## src/rtl/booth_pp_accumulator.sv

```systemverilog
// booth_pp_accumulator: consumer side of the radix-4 Booth action-code interface.
// Accepts one 3-bit action code per digit (LSD first), forms k*M as a 2N-bit
// signed partial product, shifts it by 2*digit and accumulates. The finished
// product is offered with a valid/ready handshake.
//
// Optional feature macro: BOOTH_ILLEGAL_CHK_EN
//   defined   -> accepted codes 5..7 contribute 0 and set sticky err
//   undefined -> codes 5..7 contribute 0, err tied to 0
//
// Handshakes: a transfer happens on a rising edge where valid and ready are
// both high; valid never depends on ready, and a producer holding valid keeps
// its data stable until the transfer edge.
module booth_pp_accumulator #(
  parameter int N  = 8,
  parameter int CW = ((N / 2) > 1) ? $clog2(N / 2) : 1
) (
  input  logic                clk,
  input  logic                rst,
  input  logic                start,
  input  logic [N-1:0]        multiplicand,
  input  logic                action_valid,
  input  logic [2:0]          action,
  output logic                action_ready,
  output logic [2*N-1:0]      product,
  output logic                out_valid,
  input  logic                out_ready,
  output logic                busy,
  output logic                err,
  output logic [1:0]          fsm_state
);

  localparam int D = N / 2;

  typedef enum logic [1:0] {
    IDLE  = 2'd0,
    ACCUM = 2'd1,
    DONE  = 2'd2
  } state_t;

  state_t           state;
  state_t           state_nxt;
  logic [N-1:0]     m_q;
  logic [2*N-1:0]   acc;
  logic [CW-1:0]    cnt;
  logic [2*N-1:0]   m_ext;
  logic [2*N-1:0]   pp;
  logic [2*N-1:0]   sum;
  logic             accept;
  logic             last;

  assign accept    = action_valid && (state == ACCUM);
  assign last      = (cnt == CW'(D - 1));
  assign fsm_state = state;

  // Partial product k*M in 2N bits; negation happens after sign extension so
  // that M = -2^(N-1) negates exactly.
  always_comb begin
    m_ext = {{N{m_q[N-1]}}, m_q};
    pp    = '0;
    case (action)
      3'd1:    pp = m_ext;
      3'd2:    pp = m_ext << 1;
      3'd3:    pp = -m_ext;
      3'd4:    pp = -(m_ext << 1);
      default: pp = '0;
    endcase
    sum = acc + (pp << {cnt, 1'b0});
  end

  // State register.
  always_ff @(posedge clk) begin
    if (rst) state <= IDLE;
    else     state <= state_nxt;
  end

  // Next-state logic and handshake outputs.
  always_comb begin
    state_nxt    = state;
    action_ready = 1'b0;
    out_valid    = 1'b0;
    busy         = 1'b0;
    case (state)
      IDLE: begin
        if (start) state_nxt = ACCUM;
      end
      ACCUM: begin
        action_ready = 1'b1;
        busy         = 1'b1;
        if (accept && last) state_nxt = DONE;
      end
      DONE: begin
        out_valid = 1'b1;
        busy      = 1'b1;
        if (out_ready) state_nxt = IDLE;
      end
      default: state_nxt = IDLE;
    endcase
  end

  // Datapath: latch M on start, accumulate accepted digits, publish the product.
  always_ff @(posedge clk) begin
    if (rst) begin
      m_q     <= '0;
      acc     <= '0;
      cnt     <= '0;
      product <= '0;
    end else if (state == IDLE && start) begin
      m_q <= multiplicand;
      acc <= '0;
      cnt <= '0;
    end else if (accept) begin
      acc <= sum;
      if (last) product <= sum;
      else      cnt     <= cnt + 1'b1;
    end
  end

`ifdef BOOTH_ILLEGAL_CHK_EN
  logic illegal;
  assign illegal = (action > 3'd4);

  // Sticky illegal-code flag, cleared by reset or an accepted start.
  always_ff @(posedge clk) begin
    if (rst)                          err <= 1'b0;
    else if (state == IDLE && start)  err <= 1'b0;
    else if (accept && illegal)       err <= 1'b1;
  end
`else
  assign err = 1'b0;
`endif

endmodule
```

## config.mk

```make
export PLATFORM = sky130hd
export DESIGN_NAME = booth_pp_accumulator
export DESIGN_NICKNAME = d
export VERILOG_FILES = /design/src/rtl/booth_pp_accumulator.sv
export SDC_FILE = /design/constraint.sdc
export NUM_CORES = 1
export LEC_CHECK = 0
export ABC_CLOCK_PERIOD_IN_PS = 3540
export CORE_ASPECT_RATIO = 0.8
export CORE_MARGIN = 2
export CORE_UTILIZATION = 40
export CTS_BUF_LIST = sky130_fd_sc_hd__clkbuf_4
export CTS_CLUSTER_DIAMETER = 40
export CTS_CLUSTER_SIZE = 20
export DETAILED_ROUTE_END_ITERATION = 16
export PLACE_DENSITY = 0.69
export SLEW_MARGIN = 5
export SYNTH_ARGS = -nofsm -noshare
export SYNTH_HDL_FRONTEND = slang
export SYNTH_SLANG_ARGS = --single-unit
```

## constraint.sdc

```tcl
create_clock -name clk -period 3.54 [get_ports clk]
set_clock_uncertainty 0.1 [all_clocks]
set_input_delay 0.531 -clock clk [delete_from_list [all_inputs] [get_ports clk]]
set_output_delay 0.531 -clock clk [all_outputs]
set_load 0.01 [all_outputs]
```

Word-level counts from Yosys, hierarchy flattened

Index checks and enable logic that the tools add are counted.

Bits in registers: 44
Output and inout bits: 22
Word-level logic and storage cells: 39

Reduce and logical (&&, ||, !) cells: 9
Equal/unequal tests: 10
Multiplexer cells: 8
Add/subtract/negate cells: 4
Bitwise operators: 2
Shift-type cells: 1

Operators by type and width:

| kind                                                            | count |
|---|---|
| 16-bit one-hot mux with 4 select lines                          | 1 |
| 16-bit negation                                                 | 2 |
| 16-bit adder                                                    | 1 |
| 16-bit by 3-bit << shifter with 16-bit output                   | 1 |
| 3-bit by 2-bit == test with 1-bit output, second input constant | 2 |
| 2-bit 2-to-1 mux                                                | 3 |
| 2-bit one-hot mux with 3 select lines                           | 1 |
| 3-bit AND reduction                                             | 2 |
| 2-bit == test, second input constant                            | 2 |
| 2-bit != test, second input constant                            | 2 |
| 2-bit OR reduction                                              | 2 |
| 3-bit by 1-bit == test with 1-bit output, second input constant | 1 |
| 3-bit == test, second input constant                            | 1 |
| 1-bit logical AND                                               | 3 |
| 1-bit 2-to-1 mux                                                | 3 |
| 2-bit by 1-bit adder with 2-bit output, second input constant   | 1 |
| 2-bit by 1-bit == test with 1-bit output, second input constant | 1 |
| 2-bit logical NOT                                               | 1 |
| 2-bit by 1-bit != test with 1-bit output, second input constant | 1 |
| 1-bit inverter                                                  | 2 |
| 2-bit AND reduction                                             | 1 |

Logic depth before layout (Yosys ltp)

Depth in word-level cells: 5
Gate-level depth with buffers: 17
Gate-level depth less buffers: 15

Worst setup path after synthesis

No wires, ideal clock.

Kind: register to register
From: register m_q[0]
To: register acc[15]
Clock period less this slack: 3.725 ns
Buffers on the path: 0
Data arrival time: 3.553 ns
Setup time: 0.072 ns
Slack: -0.185 ns
Cell stages (with the launch flop): 16
Path through: dfxtp_1 > inv_1 > ha_1 > nor3b_1 > and2_1 > or3_2 > a21oi_1 > o31ai_1 > a21oi_1 > ha_1 > and3_1 > and3_1 > a221o_1 > a21oi_1 > mux2i_1 > mux2i_1

Word-level cells in the longest chain between the ends: 4

RTL lines:

| item                                            | RTL line | RTL |
|---|---|---|
| start: declaration                              | 42       | `logic [N-1:0] m_q;` |
| start signal: assignment                        | 108      | `m_q <= multiplicand;` |
| 16-bit negation, on equally long branches       | 63, 64   |  |
| 16-bit one-hot mux with 4 select lines *        | 60       | `case (action)` |
| 16-bit by 3-bit << shifter with 16-bit output * | 67       | `sum = acc + (pp << {cnt, 1'b0});` |
| 16-bit adder *                                  | 67       |  |
| end signal: assignment                          | 112      | `acc <= sum;` |
| end: declaration                                | 43       | `logic [2*N-1:0] acc;` |

Mark *: on every way between the ends. The rest lies on a longest branch, timed or not.
A chain may end at the register's enable or synchronous reset.

Final worst setup path

From: register m_q[1]
To: register acc[15]

Word-level cells in the longest chain between the ends: 4

RTL lines:

| item                                            | RTL line |
|---|---|
| 16-bit negation, on equally long branches       | 64, 63 |
| 16-bit one-hot mux with 4 select lines *        | 60 |
| 16-bit by 3-bit << shifter with 16-bit output * | 67 |
| 16-bit adder *                                  | 67 |

Marked as above.

==> summary.md <==
| Metric | Value |
|---|---|
| Root buffer cell | clkbuf_4 |
| Sw Share | 35.6% |
| CP Data Required Time | around 3.8 ns |
| Final non-filler cell total | about 650 |
| Synth top area share | about a quarter |
| Post-synthesis sequential area ratio | between 20% and 30% |
| Number of synthesized flops with an enable pin | 0 |
| CTS H-tree lvls | 2 |
| CP Capture Type | flop |
| DRT Pass-1 Iters | 4 |
| Failing checks | setup timing |
| Biggest area consumer among synthesized cells | dfxtp_1 |
| Detailed Place HPWL | 7200 µm |
| Reg power frac | between 30% and 40% |
| Vias in the first global route | 3426 |
| Die Ht | 86.4 µm |
| CTS max path bufs | 2 |
| Starting density of the core | 40.5% |
| WL/cell | 14.8 µm |
| Critical path's largest stage delay | 0.55 ns |
| Tot GR Track Use | roughly 22% |
| YS warnings | 0 |
| Final ANT Viol Nets | 0 |
| Remaining Overflow, GRT | 0 |
| Total wire length | 9670 µm |
| Post-synthesis cell count | 444 |
| Synth-to-layout area growth | 38.3% |
| Cells taking the most area after synthesis | dfxtp_1 26%, ha_1 8.1%, a21oi_1 7.5% |
| Critical path class | reg -> reg |
| DRC | 0 |
| Fraction of registers with async set or reset after synthesis | 0% |
| Placed instance count | 639 |
| Hold path start | product[10] |
| Post-Syn Nets | between 400 and 500 |
| Ports | 38 |
| Slew headroom | 48.5% |
| Hold-fix buffers at CTS | 0 |
| P_leak | 1.83 nW |
| TritonCTS clock tree | built |
| Most frequent cell after synthesis | nand2_1 |
| Worst min path class | reg -> reg |
| Comb power frac | just over 40% |
| Least-Margin Pin Slew | 0.770 ns |
| # setup viols final | 15 |
| Cell mode on critical path | mux2i_1 |
| Total Power | 1.32 mW |
| Clk sinks | 44 |
| P per Cell Area | 281 mW/mm² |
| NetSw | 0.470 mW |
| Setup TNS | -2.33 ns |
| Tcrit/Tclk final | 108% |
| RSZ-0062 raised after global routing | true |
| Peak supply drop | 155 µV |
| F_max | between 200 and 300 MHz |
| Status | finished with violations |
| Die area | 0.00924 mm² |
| Startpoint Class | flop |
| Gpl congestion | 1.00 |
| Slew Viols, Final | 0 |
| CP startpoint | m_q[1] |
| CP max FO | 4 |
| Arr. time, crit path | slightly above 4 ns |
| Via density per instance | 5.43 |
| Cell Area, Synth | 0.00339 mm² |
| Crit-path cells | or4_4, or3_1, a32oi_2, buf_4, o211ai_1, o21ai_2, mux2i_1, ha_1, and3_4, and3_4, a221o_1, a21oi_2, mux2i_1, mux2i_1 |
| Die width | about 110 µm |
| Initial drt markers | 158 |
| Post-synth top cells | 66 x nand2_1, 51 x a21oi_1, 44 x dfxtp_1 |
| Initial antenna violation count | 0 |
| First-pass GRT wire length | 16200 µm |
| RR Startpoint | m_q[1] |
| Core area | 0.00837 mm² |
| Mapped Avg Cell Area | between 7 and 8 µm² |
| Clock insertion delay at the later pin of the skew report | 0.37 ns |
| PnR worst setup slack | -0.282 ns |
| Synth cell types | 61 |
| Diode count | 0 |
| Fin Hold WS | 0.364 ns |
| Final min period | roughly 3.8 ns |
| DR vias | 3548 |
| Power Internal | 0.850 mW |
| Max Cap Viol | 0 |
| Port buffer count | 36 |
| Clock power share | between 15 and 20% |
| TritonCTS Buffers | 5 |
| Largest net degree at the start of global routing | 23 |
| CP max-delay cell | or4_4 |
| # nets final | 579 |
| # rows | 30 |
| Predominant post-synthesis flop cell | dfxtp_1 |
| Final number of hold-violating endpoints | 0 |
| Flops & latches, synth | 44 |
| CTS clk-pin slew, worst paths | 0.15 ns |
| Layout cells sized above 1 | 27.2% |
==> sequential cells by signal, indices dropped and copies added, names as in the netlist <==
name	flops
acc	16
cnt	2
fsm_state	2
m_q	8
product	16
==> power groups by stage <==
stage	sequential, mW	clock (mW)	combinational (mW)
after floorplan	0.532	0	0.290
after global placement	0.534	0	0.465
after detailed placement	0.534	0	0.472
after CTS	0.524	0.271	0.496
after global routing	0.528	0.287	0.583
final	0.526	0.262	0.532
==> worst max-delay path: cells and delay by family, from the launching register on <==
family                   cells  cell delay (ns)
AO/OA/AOI/OAI                5             0.97
adder cells (fa/ha/maj)      1             0.38
buffers and inverters        1             0.15
flip-flops                   1             0.38
multiplexers                 3             0.53
AND/OR/NAND/NOR              4             1.26
==> path summary, 6_finish.rpt <==
path                       to  slack [ns]  cells after the start
setup / recovery      acc[15]       -0.28                     14
hold / removal    product[10]        0.36                      2
setup reg to reg      acc[15]       -0.28                     14
hold reg to reg   product[10]        0.36                      2
==> per-layer routing <==
metal	vias to the layer above	track usage [%]	share of wire, %
met2	78	35.9	46
met3	7	3.16	4.2
met1	1677	30.4	49
met5	-	0	0
met4	0	4.25	0.90
li1	1786	-	-
==> per-stage QoR <==
| step | util, % | cell area, µm² | worst slack, ns |
|---|---|---|---|
| floorplan | - | 3420 | -0.0378 |
| global placement | 51.5 | 4310 | -0.630 |
| detailed placement | 51.5 | 4310 | -0.576 |
| CTS | 53.8 | 4500 | -0.204 |
| global route | 56.1 | 4690 | -0.446 |
| finish | 56.1 | 4690 | -0.282 |
==> logic make-up (layout without fill, tap and decap cells) <==
group / after synthesis / in the layout / synth area share, %
buf+inv: 42 / 139 / 6.90
simple gates: 169 / 169 / 24.5
other cells: 1 / 1 / 0.111
mux: 13 / 13 / 3.83
compound gates: 141 / 141 / 27.2
xor+xnor: 11 / 11 / 2.84
fa+ha+maj: 23 / 23 / 8.70
flops: 44 / 44 / 26.0
==> repair_timing <==
item | 4_1_cts | 5_1_grt
pin swaps | 14 | 22
buffers inserted | 3 | 3
resized for setup | 32 | 35
endpoints found under the setup margin | 13 | 19
==> layout make-up <==
| type | instances | area (µm²) |
|---|---|---|
| multi-input combinational | 358 | 2570 |
| inverter | 12 | 45.0 |
| fill | 741 | 3680 |
| clock buffer | 6 | 45.0 |
| clock inverter | 2 | 11.3 |
| tap | 112 | 140 |
| sequential | 44 | 890 |
| timing repair buffer | 119 | 995 |
==> cells in the final DEF, fill, tap and decap left out, drive strengths merged, types with 8 or more instances in the layout <==
cell and instances:
mux2i 13, nor3 14, a211oi 12, xnor2 8, o21ai 22, clkdlybuf4s50 33
nand3 12, inv 12, nand3b 11, dfxtp 44, nand2 66, ha 22
a21oi 51, nor2 24, buf 83
No activity file was read; power rests on OpenSTA's default activity.
==> patch, RTL diff (same flow settings) <==
Build with the macro `BOOTH_ILLEGAL_CHK_EN` defined.
--- a/src/rtl/booth_pp_accumulator.sv
+++ b/src/rtl/booth_pp_accumulator.sv
@@ -10,6 +10,8 @@
 // Handshakes: a transfer happens on a rising edge where valid and ready are
 // both high; valid never depends on ready, and a producer holding valid keeps
 // its data stable until the transfer edge.
+`define BOOTH_ILLEGAL_CHK_EN
+
 module booth_pp_accumulator #(
   parameter int N  = 8,
   parameter int CW = ((N / 2) > 1) ? $clog2(N / 2) : 1
Check against the original RTL: not equivalent (a bounded check fails within 4 cycles, from zero or initial values and one cycle with rst high).
==> patch against the unedited design <==
- the flow still finishes with violations (setup timing)
- design area grew 3.1%
- combinational power is 5.8% higher
- critical path depth up 1
- routed wire length is 5.6% higher
- power increased by 15%
- sequential cell count is 1 higher
- area after synthesis fell by 2.8%
- worst setup slack improved by 0.13 ns
- critical path type unchanged
- critical endpoint is now product[12]
- largest power group unchanged
- highest routed layer unchanged
==> patch: results (changes against the unedited design) <==
{| class="wikitable"
! Metric !! Value
|-
| Global router's overall resource usage || 21.6% (was 21.7%)
|-
| Violations in the final reports || setup timing (unchanged)
|-
| Number of cells traversed by the worst register-to-register path || 15 (was 14)
|-
| Highest net fanout along the worst path || 4 (unchanged)
|-
| Path type of the worst min-delay path || reg2reg (unchanged)
|-
| Number of global-route vias before repair || 3343 (was 3426)
|-
| CTS Buf Count || 5 (unchanged)
|-
| Area after detailed placement || 4250 um^2 (was 4310 um^2)
|-
| Result of the run || complete, but fails checks (unchanged)
|-
| WL per Instance || 15.9 um (was 14.8 um)
|-
| CP endpoint || product[12] (was acc[15])
|-
| Leakage power total || 1.96 nW (was 1.83 nW)
|-
| Fraction of final layout cells sized beyond drive strength 1 || 31.6% (was 27.2%)
|-
| Setup_tns || -0.343 ns (was -2.33 ns)
|-
| Post-synthesis net count || 467 (was 483)
|-
| Crit path largest cell delay || 0.54 ns
|-
| Registers with the most flip-flops || acc x16, product x16, m_q x8 (unchanged)
|-
| Fillers || 710 (was 741)
|-
| Worst Tran Pin Value || 0.838 ns (was 0.770 ns)
|-
| Portion of the post-synthesis area used by sequential elements || 27.3% (was 26.0%)
|-
| Skew-Pair Late Insertion Delay || 0.38 ns
|-
| Worst path arrival time || 3.87 ns (was 4.03 ns)
|-
| Warnings, synthesis || 0 (unchanged)
|-
| First-pass GRT wire length || 16.0 mm (was 16.2 mm)
|-
| Min setup slack post-route || -0.147 ns (was -0.282 ns)
|-
| Number of setup violations in the final report || 5 (was 15)
|-
| Pre-CTS worst setup slack || -0.494 ns (was -0.576 ns)
|-
| Count of unique library cells instantiated by Yosys || 67 (was 61)
|-
| Gp weighted congestion || 0.911 (was 1.00)
|-
| Fin nets || 573 (was 579)
|-
| Commonest cells in the netlist || nand2_1 (70), a21oi_1 (46), dfxtp_1 (45), nor2_1 (31), ha_1 (22) (was nand2_1 (66), a21oi_1 (51), dfxtp_1 (44), nor2_1 (24), ha_1 (22))
|-
| Number of buffers inserted by port buffering || 37 (was 36)
|-
| Cell with the largest stage delay on the worst path || or4_4 (unchanged)
|-
| Worst Setup SP || m_q[3] (was m_q[1])
|-
| Maximum vdd drop || 0.000197 V (was 0.000155 V)
|-
| Maximum clock path buffer count || 2 (unchanged)
|-
| Sum of net half-perimeters after detailed placement || 7.02 mm (was 7.20 mm)
|-
| Cell types with the largest area share after synthesis || dfxtp_1 (27%), ha_1 (8.3%), nand2_1 (8.0%), a21oi_1 (7.0%), mux2i_1 (4.6%) (was dfxtp_1 (26%), ha_1 (8.1%), a21oi_1 (7.5%), nand2_1 (7.3%), mux2i_1 (3.8%))
|-
| Initial DRC Count || 241 (was 158)
|-
| CTS Root Cell || clkbuf_4 (unchanged)
|-
| CTS H-tree depth || 2 (unchanged)
|-
| Drt via density || 5.53 (was 5.43)
|}
[patch: cell types whose count changed after synthesis, moves of 6 or more]
cell / before / now
nand3b_1: 11 / 2
nor2_1: 24 / 31
buf_2: 0 / 6
nor3_1: 14 / 8
[patch: metal layers]
layer	wire length, um	vias up	track usage, %
met2	4970	59	36.5
met1	4800	1719	29.4
li1	-	1765	-
met5	0	-	0
met4	115	0	4.55
met3	322	12	3.46
[patch: worst min-delay path by stage]
stage,depth (start not counted),start,slack (ns),endpoint
6_report,2,product[11],0.36,product[11]
5_1_grt,2,product[11],0.39,product[11]
4_1_cts,2,product[11],0.36,product[11]
3_5_place_dp,2,product[11],0.35,product[11]
3_3_place_gp,2,product[11],0.34,product[11]
2_1_floorplan,2,acc[0],0.34,acc[0]
[patch: final cells by class]
class / instances / area [um^2] / area share, %
Timing Repair Buffer: 125 / 1060 / 21.8
Multi-Input combinational cell: 343 / 2580 / 53.3
Clock buffer: 5 / 37.5 / 0.776
Clock inverter: 3 / 68.8 / 1.42
Inverter: 14 / 52.6 / 1.09
Sequential cell: 45 / 911 / 18.8
Tap cell: 108 / 135 / 2.79
[patch: kinds of logic after synthesis]
group                    share of synthesized area, %
AND/OR/NAND/NOR                                  23.4
AO/OA/AOI/OAI                                    27.0
flip-flops                                       27.3
buffers and inverters                            5.12
adder cells (fa/ha/maj)                          8.95
multiplexers                                     4.55
XOR/XNOR                                         3.60
[patch: timing repair]
item	CTS	global route
hold buffers	0	0
gates resized for setup	33	54
endpoints found under the setup margin	14	20
setup buffers	8	7
pin swaps	31	23
[patch: stage by stage]
| step | instances | total power, mW |
|---|---|---|
| detailed placement | 620 | 0.993 |
| global route | 643 | 1.59 |
| floorplan | 428 | 0.815 |
| finish | 643 | 1.51 |
| global placement | 620 | 0.985 |
| CTS | 636 | 1.44 |
[patch: worst min-delay path, delay by kind of cell (launching register included)]
family | cells | cell delay, ns
flip-flops | 1 | 0.34
AND/OR/NAND/NOR | 1 | 0.05
AO/OA/AOI/OAI | 1 | 0.05
[patch: power by group]
part / total, mW / switching, mW / leakage [nW] / internal, mW
sequential: 0.540 / 0.0179 / 0.366 / 0.522
clock: 0.410 / 0.188 / 0.0558 / 0.222
combinational: 0.563 / 0.289 / 1.53 / 0.274
